**src/rtl/turn_sequencer_if.sv**
```systemverilog
// Board/player signal bundle of the turn sequencer. The master side is the
// sequencer itself. The slave side is the board model, the switches and the AI.
interface turn_sequencer_if;
  logic [8:0] x_board;
  logic [8:0] o_board;
  logic       human_is_x;
  logic [8:0] human_cell;
  logic       human_go;
  logic [8:0] ai_cell;
  logic       ai_req;
  logic       ai_start;
  logic       ai_ack;
  logic       ai_nak;
  logic       ai_timeout;
  logic [8:0] cell_out;
  logic       write_en;
  logic       game_reset;
  logic       illegal;
  logic       x_to_move;
  logic [3:0] draw_count;
  logic       err;

  modport master (
    input  x_board, o_board, human_is_x, human_cell, human_go, ai_cell, ai_req,
    output ai_start, ai_ack, ai_nak, ai_timeout, cell_out, write_en,
           game_reset, illegal, x_to_move, draw_count, err
  );

  modport slave (
    output x_board, o_board, human_is_x, human_cell, human_go, ai_cell, ai_req,
    input  ai_start, ai_ack, ai_nak, ai_timeout, cell_out, write_en,
           game_reset, illegal, x_to_move, draw_count, err
  );
endinterface

```
**src/rtl/turn_sequencer.sv**
```systemverilog
// Turn sequencer: arbitrates the single board write port between the human
// player and the AI player. It checks move legality, issues one write pulse per
// move, waits for the board to reflect the move, and handles draws.
module turn_sequencer #(
  parameter int unsigned AI_TIMEOUT = 50000000,
  parameter int unsigned SETTLE_MAX = 4
) (
  input logic            clk,
  input logic            reset,
  turn_sequencer_if.master bus
);

  localparam int unsigned ACW  = $clog2(AI_TIMEOUT + 1);
  localparam int unsigned SCW  = (SETTLE_MAX > 1) ? $clog2(SETTLE_MAX) : 1;
  localparam logic [8:0]  FULL = 9'h1FF;

  typedef enum logic [2:0] {
    S_INIT,
    S_WAIT_MOVE,
    S_WRITE,
    S_SETTLE,
    S_DRAW_CLR
  } state_t;

  state_t           state, state_n;
  logic [8:0]       cell_q, cell_n;
  logic             xtm_q, xtm_n;
  logic             hx_q, hx_n;
  logic             go_q;
  logic             started_q, started_n;
  logic [ACW-1:0]   acnt_q, acnt_n;
  logic [SCW-1:0]   scnt_q, scnt_n;
  logic             err_q, err_n;
  logic [3:0]       draws_q, draws_n;

  logic             start_c, ack_c, nak_c, tmo_c, ill_c, we_c, gr_c;
  logic [8:0]       occ;
  logic             human_turn, go_edge, human_ok, ai_ok;

  assign occ        = bus.x_board | bus.o_board;
  assign human_turn = (xtm_q == hx_q);
  assign go_edge    = bus.human_go & ~go_q;
  assign human_ok   = $onehot(bus.human_cell) && ((bus.human_cell & occ) == '0);
  assign ai_ok      = $onehot(bus.ai_cell) && ((bus.ai_cell & occ) == '0);

  // Button history runs through reset so a button held across reset cannot
  // fake a rising edge.
  always_ff @(posedge clk) begin
    go_q <= bus.human_go;
  end

  // State and datapath registers.
  always_ff @(posedge clk) begin
    if (reset) begin
      state     <= S_INIT;
      cell_q    <= '0;
      xtm_q     <= 1'b1;
      hx_q      <= 1'b0;
      started_q <= 1'b0;
      acnt_q    <= '0;
      scnt_q    <= '0;
      err_q     <= 1'b0;
      draws_q   <= '0;
    end else begin
      state     <= state_n;
      cell_q    <= cell_n;
      xtm_q     <= xtm_n;
      hx_q      <= hx_n;
      started_q <= started_n;
      acnt_q    <= acnt_n;
      scnt_q    <= scnt_n;
      err_q     <= err_n;
      draws_q   <= draws_n;
    end
  end

  // Next-state, register updates and pulse outputs.
  always_comb begin
    state_n   = state;
    cell_n    = cell_q;
    xtm_n     = xtm_q;
    hx_n      = hx_q;
    started_n = started_q;
    acnt_n    = acnt_q;
    scnt_n    = scnt_q;
    err_n     = err_q;
    draws_n   = draws_q;
    start_c   = 1'b0;
    ack_c     = 1'b0;
    nak_c     = 1'b0;
    tmo_c     = 1'b0;
    ill_c     = 1'b0;
    we_c      = 1'b0;
    gr_c      = 1'b0;

    case (state)
      S_INIT: begin
        gr_c    = 1'b1;
        hx_n    = bus.human_is_x;
        xtm_n   = 1'b1;
        state_n = S_WAIT_MOVE;
      end

      S_WAIT_MOVE: begin
        if (human_turn) begin
          if (go_edge) begin
            if (human_ok) begin
              cell_n  = bus.human_cell;
              state_n = S_WRITE;
            end else begin
              ill_c = 1'b1;
            end
          end
        end else begin
          if (!started_q) begin
            start_c   = 1'b1;
            started_n = 1'b1;
            acnt_n    = ACW'(1);
          end else if (acnt_q != ACW'(AI_TIMEOUT)) begin
            acnt_n = acnt_q + 1'b1;
          end
          // A request in the timeout cycle takes precedence over the timeout.
          if (bus.ai_req) begin
            if (ai_ok) begin
              ack_c   = 1'b1;
              cell_n  = bus.ai_cell;
              state_n = S_WRITE;
            end else begin
              nak_c = 1'b1;
            end
          end else if (started_q && (acnt_q == ACW'(AI_TIMEOUT))) begin
            tmo_c     = 1'b1;
            started_n = 1'b0;
          end
        end
      end

      S_WRITE: begin
        we_c    = 1'b1;
        scnt_n  = '0;
        state_n = S_SETTLE;
      end

      S_SETTLE: begin
        if ((bus.x_board == '0) && (bus.o_board == '0)) begin
          xtm_n   = 1'b1;
          state_n = S_WAIT_MOVE;
        end else if ((cell_q & occ) != '0) begin
          xtm_n   = ~xtm_q;
          state_n = (occ == FULL) ? S_DRAW_CLR : S_WAIT_MOVE;
        end else if (scnt_q == SCW'(SETTLE_MAX - 1)) begin
          err_n   = 1'b1;
          state_n = S_INIT;
        end else begin
          scnt_n = scnt_q + 1'b1;
        end
      end

      S_DRAW_CLR: begin
        gr_c    = 1'b1;
        xtm_n   = 1'b1;
        if (draws_q != 4'hF) draws_n = draws_q + 4'd1;
        state_n = S_WAIT_MOVE;
      end

      default: state_n = S_INIT;
    endcase

    if ((state_n != S_WRITE) && (state_n != S_SETTLE)) cell_n = '0;
    if (state_n != S_WAIT_MOVE) started_n = 1'b0;
  end

  // Strobes are decoded from state, so they are masked by reset to drop in the
  // very cycle reset is sampled.
  assign bus.ai_start   = start_c & ~reset;
  assign bus.ai_ack     = ack_c & ~reset;
  assign bus.ai_nak     = nak_c & ~reset;
  assign bus.ai_timeout = tmo_c & ~reset;
  assign bus.illegal    = ill_c & ~reset;
  assign bus.write_en   = we_c & ~reset;
  assign bus.game_reset = gr_c & ~reset;
  assign bus.cell_out   = cell_q;
  assign bus.x_to_move  = xtm_q;
  assign bus.draw_count = draws_q;
  assign bus.err        = err_q;

endmodule

```
**src/flat_wrapper.sv**
```systemverilog
// flat-port wrapper written by rule: the top's interface ports become plain ports
module turn_sequencer_flat 
#(
  parameter int unsigned AI_TIMEOUT = 50000000,
  parameter int unsigned SETTLE_MAX = 4
)
  (clk, reset, bus_x_board, bus_o_board, bus_human_is_x, bus_human_cell, bus_human_go, bus_ai_cell, bus_ai_req, bus_ai_start, bus_ai_ack, bus_ai_nak, bus_ai_timeout, bus_cell_out, bus_write_en, bus_game_reset, bus_illegal, bus_x_to_move, bus_draw_count, bus_err);
  turn_sequencer_if bus_i ();
  input logic clk;
  input logic reset;
  input wire logic [$bits(bus_i.x_board)-1:0] bus_x_board;
  input wire logic [$bits(bus_i.o_board)-1:0] bus_o_board;
  input wire logic [$bits(bus_i.human_is_x)-1:0] bus_human_is_x;
  input wire logic [$bits(bus_i.human_cell)-1:0] bus_human_cell;
  input wire logic [$bits(bus_i.human_go)-1:0] bus_human_go;
  input wire logic [$bits(bus_i.ai_cell)-1:0] bus_ai_cell;
  input wire logic [$bits(bus_i.ai_req)-1:0] bus_ai_req;
  output wire logic [$bits(bus_i.ai_start)-1:0] bus_ai_start;
  output wire logic [$bits(bus_i.ai_ack)-1:0] bus_ai_ack;
  output wire logic [$bits(bus_i.ai_nak)-1:0] bus_ai_nak;
  output wire logic [$bits(bus_i.ai_timeout)-1:0] bus_ai_timeout;
  output wire logic [$bits(bus_i.cell_out)-1:0] bus_cell_out;
  output wire logic [$bits(bus_i.write_en)-1:0] bus_write_en;
  output wire logic [$bits(bus_i.game_reset)-1:0] bus_game_reset;
  output wire logic [$bits(bus_i.illegal)-1:0] bus_illegal;
  output wire logic [$bits(bus_i.x_to_move)-1:0] bus_x_to_move;
  output wire logic [$bits(bus_i.draw_count)-1:0] bus_draw_count;
  output wire logic [$bits(bus_i.err)-1:0] bus_err;
  assign bus_i.x_board = bus_x_board;
  assign bus_i.o_board = bus_o_board;
  assign bus_i.human_is_x = bus_human_is_x;
  assign bus_i.human_cell = bus_human_cell;
  assign bus_i.human_go = bus_human_go;
  assign bus_i.ai_cell = bus_ai_cell;
  assign bus_i.ai_req = bus_ai_req;
  assign bus_ai_start = bus_i.ai_start;
  assign bus_ai_ack = bus_i.ai_ack;
  assign bus_ai_nak = bus_i.ai_nak;
  assign bus_ai_timeout = bus_i.ai_timeout;
  assign bus_cell_out = bus_i.cell_out;
  assign bus_write_en = bus_i.write_en;
  assign bus_game_reset = bus_i.game_reset;
  assign bus_illegal = bus_i.illegal;
  assign bus_x_to_move = bus_i.x_to_move;
  assign bus_draw_count = bus_i.draw_count;
  assign bus_err = bus_i.err;
  turn_sequencer #(.AI_TIMEOUT(AI_TIMEOUT), .SETTLE_MAX(SETTLE_MAX)) u_core (.clk(clk), .reset(reset), .bus(bus_i));
endmodule
```
**config.mk**
```make
export PLATFORM = sky130hd
export DESIGN_NAME = turn_sequencer_flat
export DESIGN_NICKNAME = d
export VERILOG_FILES = /design/src/rtl/turn_sequencer_if.sv /design/src/rtl/turn_sequencer.sv /design/src/flat_wrapper.sv
export SDC_FILE = /design/constraint.sdc
export NUM_CORES = 1
export LEC_CHECK = 0
export CORE_ASPECT_RATIO = 0.75
export CORE_MARGIN = 4
export CORE_UTILIZATION = 42
export CTS_BUF_LIST = sky130_fd_sc_hd__clkbuf_16
export CTS_CLUSTER_DIAMETER = 30
export DETAILED_ROUTE_END_ITERATION = 8
export GPL_TIMING_DRIVEN = 0
export HOLD_SLACK_MARGIN = 0.06
export PLACE_DENSITY = 0.67
export SETUP_SLACK_MARGIN = 0.05
export SYNTH_ARGS = -nofsm -noshare
export SYNTH_HDL_FRONTEND = slang
export SYNTH_SLANG_ARGS = --single-unit
```
**constraint.sdc**
```tcl
create_clock -name clk -period 6.24 [get_ports clk]
set_clock_uncertainty 0.2 [all_clocks]
set_input_delay 0.624 -clock clk [delete_from_list [all_inputs] [get_ports clk]]
set_output_delay 0.624 -clock clk [all_outputs]
set_load 0.01 [all_outputs]
```
# Yosys cells after proc, flatten, opt, wreduce, memory -nomap -nowiden
# Cells that the tools add are included.
# W data, S select, Z words.
[totals]
register_bits = 49
inputBits = 41
output_inout_bits = 22
wordCells = 141
[op_classes]
add_sub_neg = 19
eq_ne = 22
n_mux = 47
bitwise = 18
reduce_logical = 25
[ops]
columns = ["operator", "n"]
rows = [
  ["$mux W26", 2],
  ["$mux W9", 5],
  ["$logic_not A9 Y1", 4],
  ["$and A9 B9 Y9", 3],
  ["$mux W3", 9],
  ["$add A26 B1 Y26 const B", 1],
  ["$eq A26 B26 Y1 const B", 1],
  ["$ne A26 B26 Y1 const B", 1],
  ["$mux W1", 25],
  ["$add A4 B4 Y4", 6],
  ["$add A1 B1 Y2", 8],
  ["$ne A2 B2 Y1 const B", 6],
  ["$pmux W3 S4", 1],
  ["$eq A9 B9 Y1 const B", 1],
  ["$or A9 B9 Y9", 1],
  ["$reduce_bool A9 Y1", 1],
  ["$add A4 B1 Y4", 2],
  ["$and A1 B1 Y1", 8],
  ["$eq A4 B1 Y1 const B", 2],
  ["$reduce_and A4 Y1", 2],
  ["$reduce_bool A2 Y1", 4],
  ["$eq A3 B2 Y1 const B", 2],
  ["$mux W2", 3],
  ["$ne A3 B1 Y1 const B", 2],
  ["17 further kinds", 31],
]

# Depth between registers and ports, before layout
[depth]
word_depth = 13
ltp_mapped = 13
depth_no_buf = 13

# Least setup slack after synthesis
# Ideal clock, no wire load.
[synth_path]
path_type = "input to output"
from = "in bus_ai_cell[0]"
to = "out bus_ai_ack"
t_arrival_ns = 3.485
required_time_ns = 5.416
setup_slack_ns = 1.931
stages = 11
path_buffers = 0
path_cell_list = "ha_1 -> fa_1 -> inv_1 -> fa_1 -> inv_1 -> ha_1 -> fa_1 -> nor4_1 -> nand4_1 -> or3_1 -> nor2_1"
[synth_between]
elab_chain_cells = 11
word_cells_on_any_way = 13
cone_classes = "add/sub: 4; eq/ne: 1; mux: 4; bitwise: 2; reduce/logical: 2"
[synth_lines]
columns = ["element", "line", "text"]
rows = [
  ["start, declared", "flat_wrapper.sv:16", "input wire logic [$bits(bus_i.ai_cell)-1:0] bus_ai_cell;"],
  ["$add A1 B1 Y2 (implied by the code)", "turn_sequencer.sv:44", "assign ai_ok = $onehot(bus.ai_cell) && ((bus.ai_cell & occ) == '0);"],
  ["$add A4 B4 Y4 (implied by the code) (2 in a row)", "turn_sequencer.sv:44", ""],
  ["$add A4 B1 Y4 (implied by the code)", "turn_sequencer.sv:44", ""],
  ["$eq A4 B1 Y1", "turn_sequencer.sv:44", ""],
  ["$logic_and A1 B1 Y1 *", "turn_sequencer.sv:44", ""],
  ["$mux W1 *", "turn_sequencer.sv:124", "if (ai_ok) begin"],
  ["$mux W1 *", "turn_sequencer.sv:123", "if (bus.ai_req) begin"],
  ["$mux W1 *", "turn_sequencer.sv:105", "if (human_turn) begin"],
  ["$mux W1 *", "turn_sequencer.sv:96", "case (state)"],
  ["$and A1 B1 Y1 *", "turn_sequencer.sv:176", "assign bus.ai_ack = ack_c & ~reset;"],
  ["end, declared", "flat_wrapper.sv:19", "output wire logic [$bits(bus_i.ai_ack)-1:0] bus_ai_ack;"],
]
# Mark *: on every way between the ends. The rest lies on a longest branch, timed or not.

# Worst setup path after layout
[layout_path]
from = "in bus_ai_cell[1]"
to = "out bus_ai_ack"
# The elaborated chain is that of the path after synthesis.

==> results.toml <==
[finish]
final_cell_mix = "62 x clkdlybuf4s50_1, 49 x nor2_1, 49 x dfxtp_1"
antenna_cells = 0
final_core_util = 0.5528
design_area_mm2 = 0.004053
final_layout_size_suffix_gt1_frac = 0.05734
nets = 500
final_common_cell = "clkdlybuf4s50_1"
instances_no_fill = 537
fill_cells = 690
area_growth_pct = 28.18

[clock_network]
post_cts_buffers = 0
postCtsHoldBufs = 0
cts_resized = 0
cts_buffers = 5
worstSkewPairLatency_ps = 290
cts-root-buf = "clkbuf_16"
clock_path_buffers = 2
clock-sinks = 49
htreeDepth = 2
cts_tree = "built"
path_clk_slew_ps = 70

[logic_synthesis]
syn_avg_cell_area_um2 = 8.639
synthArstFlopShare = 0
yosysTopAreaCell = "dfxtp_1"
synth_nets = 431
synth_cells = 366
netlist_area_mm2 = 0.003162
synth_edf_count = 0
ys_ff_latch = 49
synth.distinct_cells = 55
yosysTopAreaCellShare = 0.3102
synth_seq_area_share = 0.3102
synth-main-ff-cell = "dfxtp_1"
ys_warn_count = 0
ys_top_cells_by_area = "dfxtp_1 31%, fa_1 6.3%, nor2_1 5.8%, ha_1 5.5%, o21ai_0 4.9%"

[die]
io_pins = 63
core_area_mm2 = 0.007331
rows = 27
initial_core_util = 0.4313
die_y_um = 83.14
die_area_mm2 = 0.008995
die_w_um = 108.2

[timing]
hold_viol_final = 0
slew_viol_final = 0
max_clock_freq_mhz = 179.8
finalSetupViolCount = 0
fin_crit_ps = 5562
timing.final.crit_share = 0.8914
worst_pin_slew_ps = 598.9
finalSetupTns_ps = 0
relSlewSlack = 0.5999
rsz0062_at_grt = "false"

[setup_path]
slowest_delay_ps = 540
cp_common_cell = "fa_1"
path_cells = "clkdlybuf4s50_1 > ha_1 > fa_1 > inv_1 > fa_1 > inv_1 > ha_1 > fa_1 > nor4_1 > nand4_1 > or3_1 > nor2_1 > clkdlybuf4s50_1"
setup.worst_path.class = "input pin to output pin"
required_ps = 5420
cp-start-kind = "input pin"
cp.arrival_ps = 4740
crit_path_end_kind = "output pin"
cpLargestDelayFamily = "adder cells"
path_max_fanout = 3
critPathBufInv = 4
ff2ff_setup_slack_ps = 3990
slowest_stage = "clkdlybuf4s50_1"

[drt]
wl_per_cell_um = 15.27
routed-via-count = 2921
routed_via_density = 5.439
drtAntennaViolNets = 0
drt_pass1_iterations = 5
first_iter_violations = 190
drcViolationCount = 0
wl_um = 8202

[worst_hold_path]
min_path_type = "flop to flop"

[global_routing]
grt-ovfl-total = 0
grtUsageTotal = 0.1956
grt_pass1_wl_um = 14160
antenna_found_initial = 0
grt_max_degree = 16
grt_pass1_vias = 2923

[power_and_ir_drop]
ir_worst_vdd_mv = 0.08450
leakagePower_uw = 0.001555
powerDensity_mw_per_mm2 = 178.3

[flow_run]
drv_cap = 0

[placed_design]
portBuffers = 62
postPlaceCellArea_mm2 = 0.003909
post-dp-hpwl_um = 6622
gp_congestion = 0.9188
dp.cells = 529

[outcome]
status = "complete, no violations"
[power by group]
group | switching [µW] | total, µW | internal [µW]
clock network | 117 | 264 | 147
registers | 2.67 | 318 | 315
logic | 74.7 | 140 | 65.8
total | 194 | 723 | 528
[cells in the mapped netlist, drive strengths merged (8+ instances only)]
cell type  number
ha             14
nand4          18
or3             8
dfxtp          49
a2bb2oi         9
fa             10
nand3          14
inv            26
nor4           11
o21ai          32
xor2           18
a21oi          11
nor2           50
mux2i          11
nand2          18
[metrics by stage]
step / power [µW] / hold slack [ps] / setup WS (ps)
floorplan: 404.2 / 249.2 / 1931
global placement: 462.4 / 259.8 / 707.4
detailed placement: 465.8 / 266.3 / 666.1
CTS: 731.7 / 277.3 / 660.4
global route: 764.3 / 317.5 / 470.2
finish: 722.6 / 277.9 / 678.0
[sequential cells by signal, indices dropped and copies added (netlist names)]
register / flops
u_core.acnt_q: 26
u_core.bus.cell_out: 9
u_core.bus.draw_count: 4
u_core.bus.err: 1
u_core.bus.x_to_move: 1
u_core.go_q: 1
u_core.hx_q: 1
u_core.scnt_q: 2
u_core.started_q: 1
u_core.state: 3
[layer usage]
metal  global-route usage  vias up  share of wire
met3              0.04351       11          0.051
met4              0.04817        0          0.013
li1                     -     1446              -
met1               0.2863     1384           0.50
met5                    0        -              0
met2               0.2912       80           0.44
[path summary, 6_finish.rpt]
| path | end | depth (start not counted) | start |
|---|---|---|---|
| worst max-delay path | bus_ai_ack | 13 | bus_ai_cell[1] |
| worst min-delay path | u_core.scnt_q[1] | 2 | u_core.scnt_q[1] |
| worst max register to register | u_core.acnt_q[20] | 5 | u_core.bus.x_to_move |
| worst min register to register | u_core.scnt_q[1] | 2 | u_core.scnt_q[1] |
[cells by family after synthesis]
family | after synthesis | synth area share
simple gates | 158 | 0.2881
buf+inv | 35 | 0.04788
flops | 49 | 0.3102
fa+ha+maj | 24 | 0.1187
mux | 12 | 0.03839
xor+xnor | 23 | 0.06609
compound gates | 65 | 0.1306
[worst min-delay path, stage by stage (launching register included)]
cell      delay [ps]
dfxtp_1          310
nand2b_1          60
a21oi_1           50
[area by class of cell]
type | count | area (µm²) | area share
clock buffer | 5 | 125.1 | 0.03087
multi-input combinational | 282 | 2029 | 0.5008
clock inverter | 3 | 18.77 | 0.004631
tap | 101 | 126.4 | 0.03118
timing repair buffer | 62 | 620.6 | 0.1531
inverter | 26 | 97.59 | 0.02408
buffer | 9 | 53.80 | 0.01328
sequential | 49 | 980.9 | 0.2420
Power figures use the tool's default switching activity.
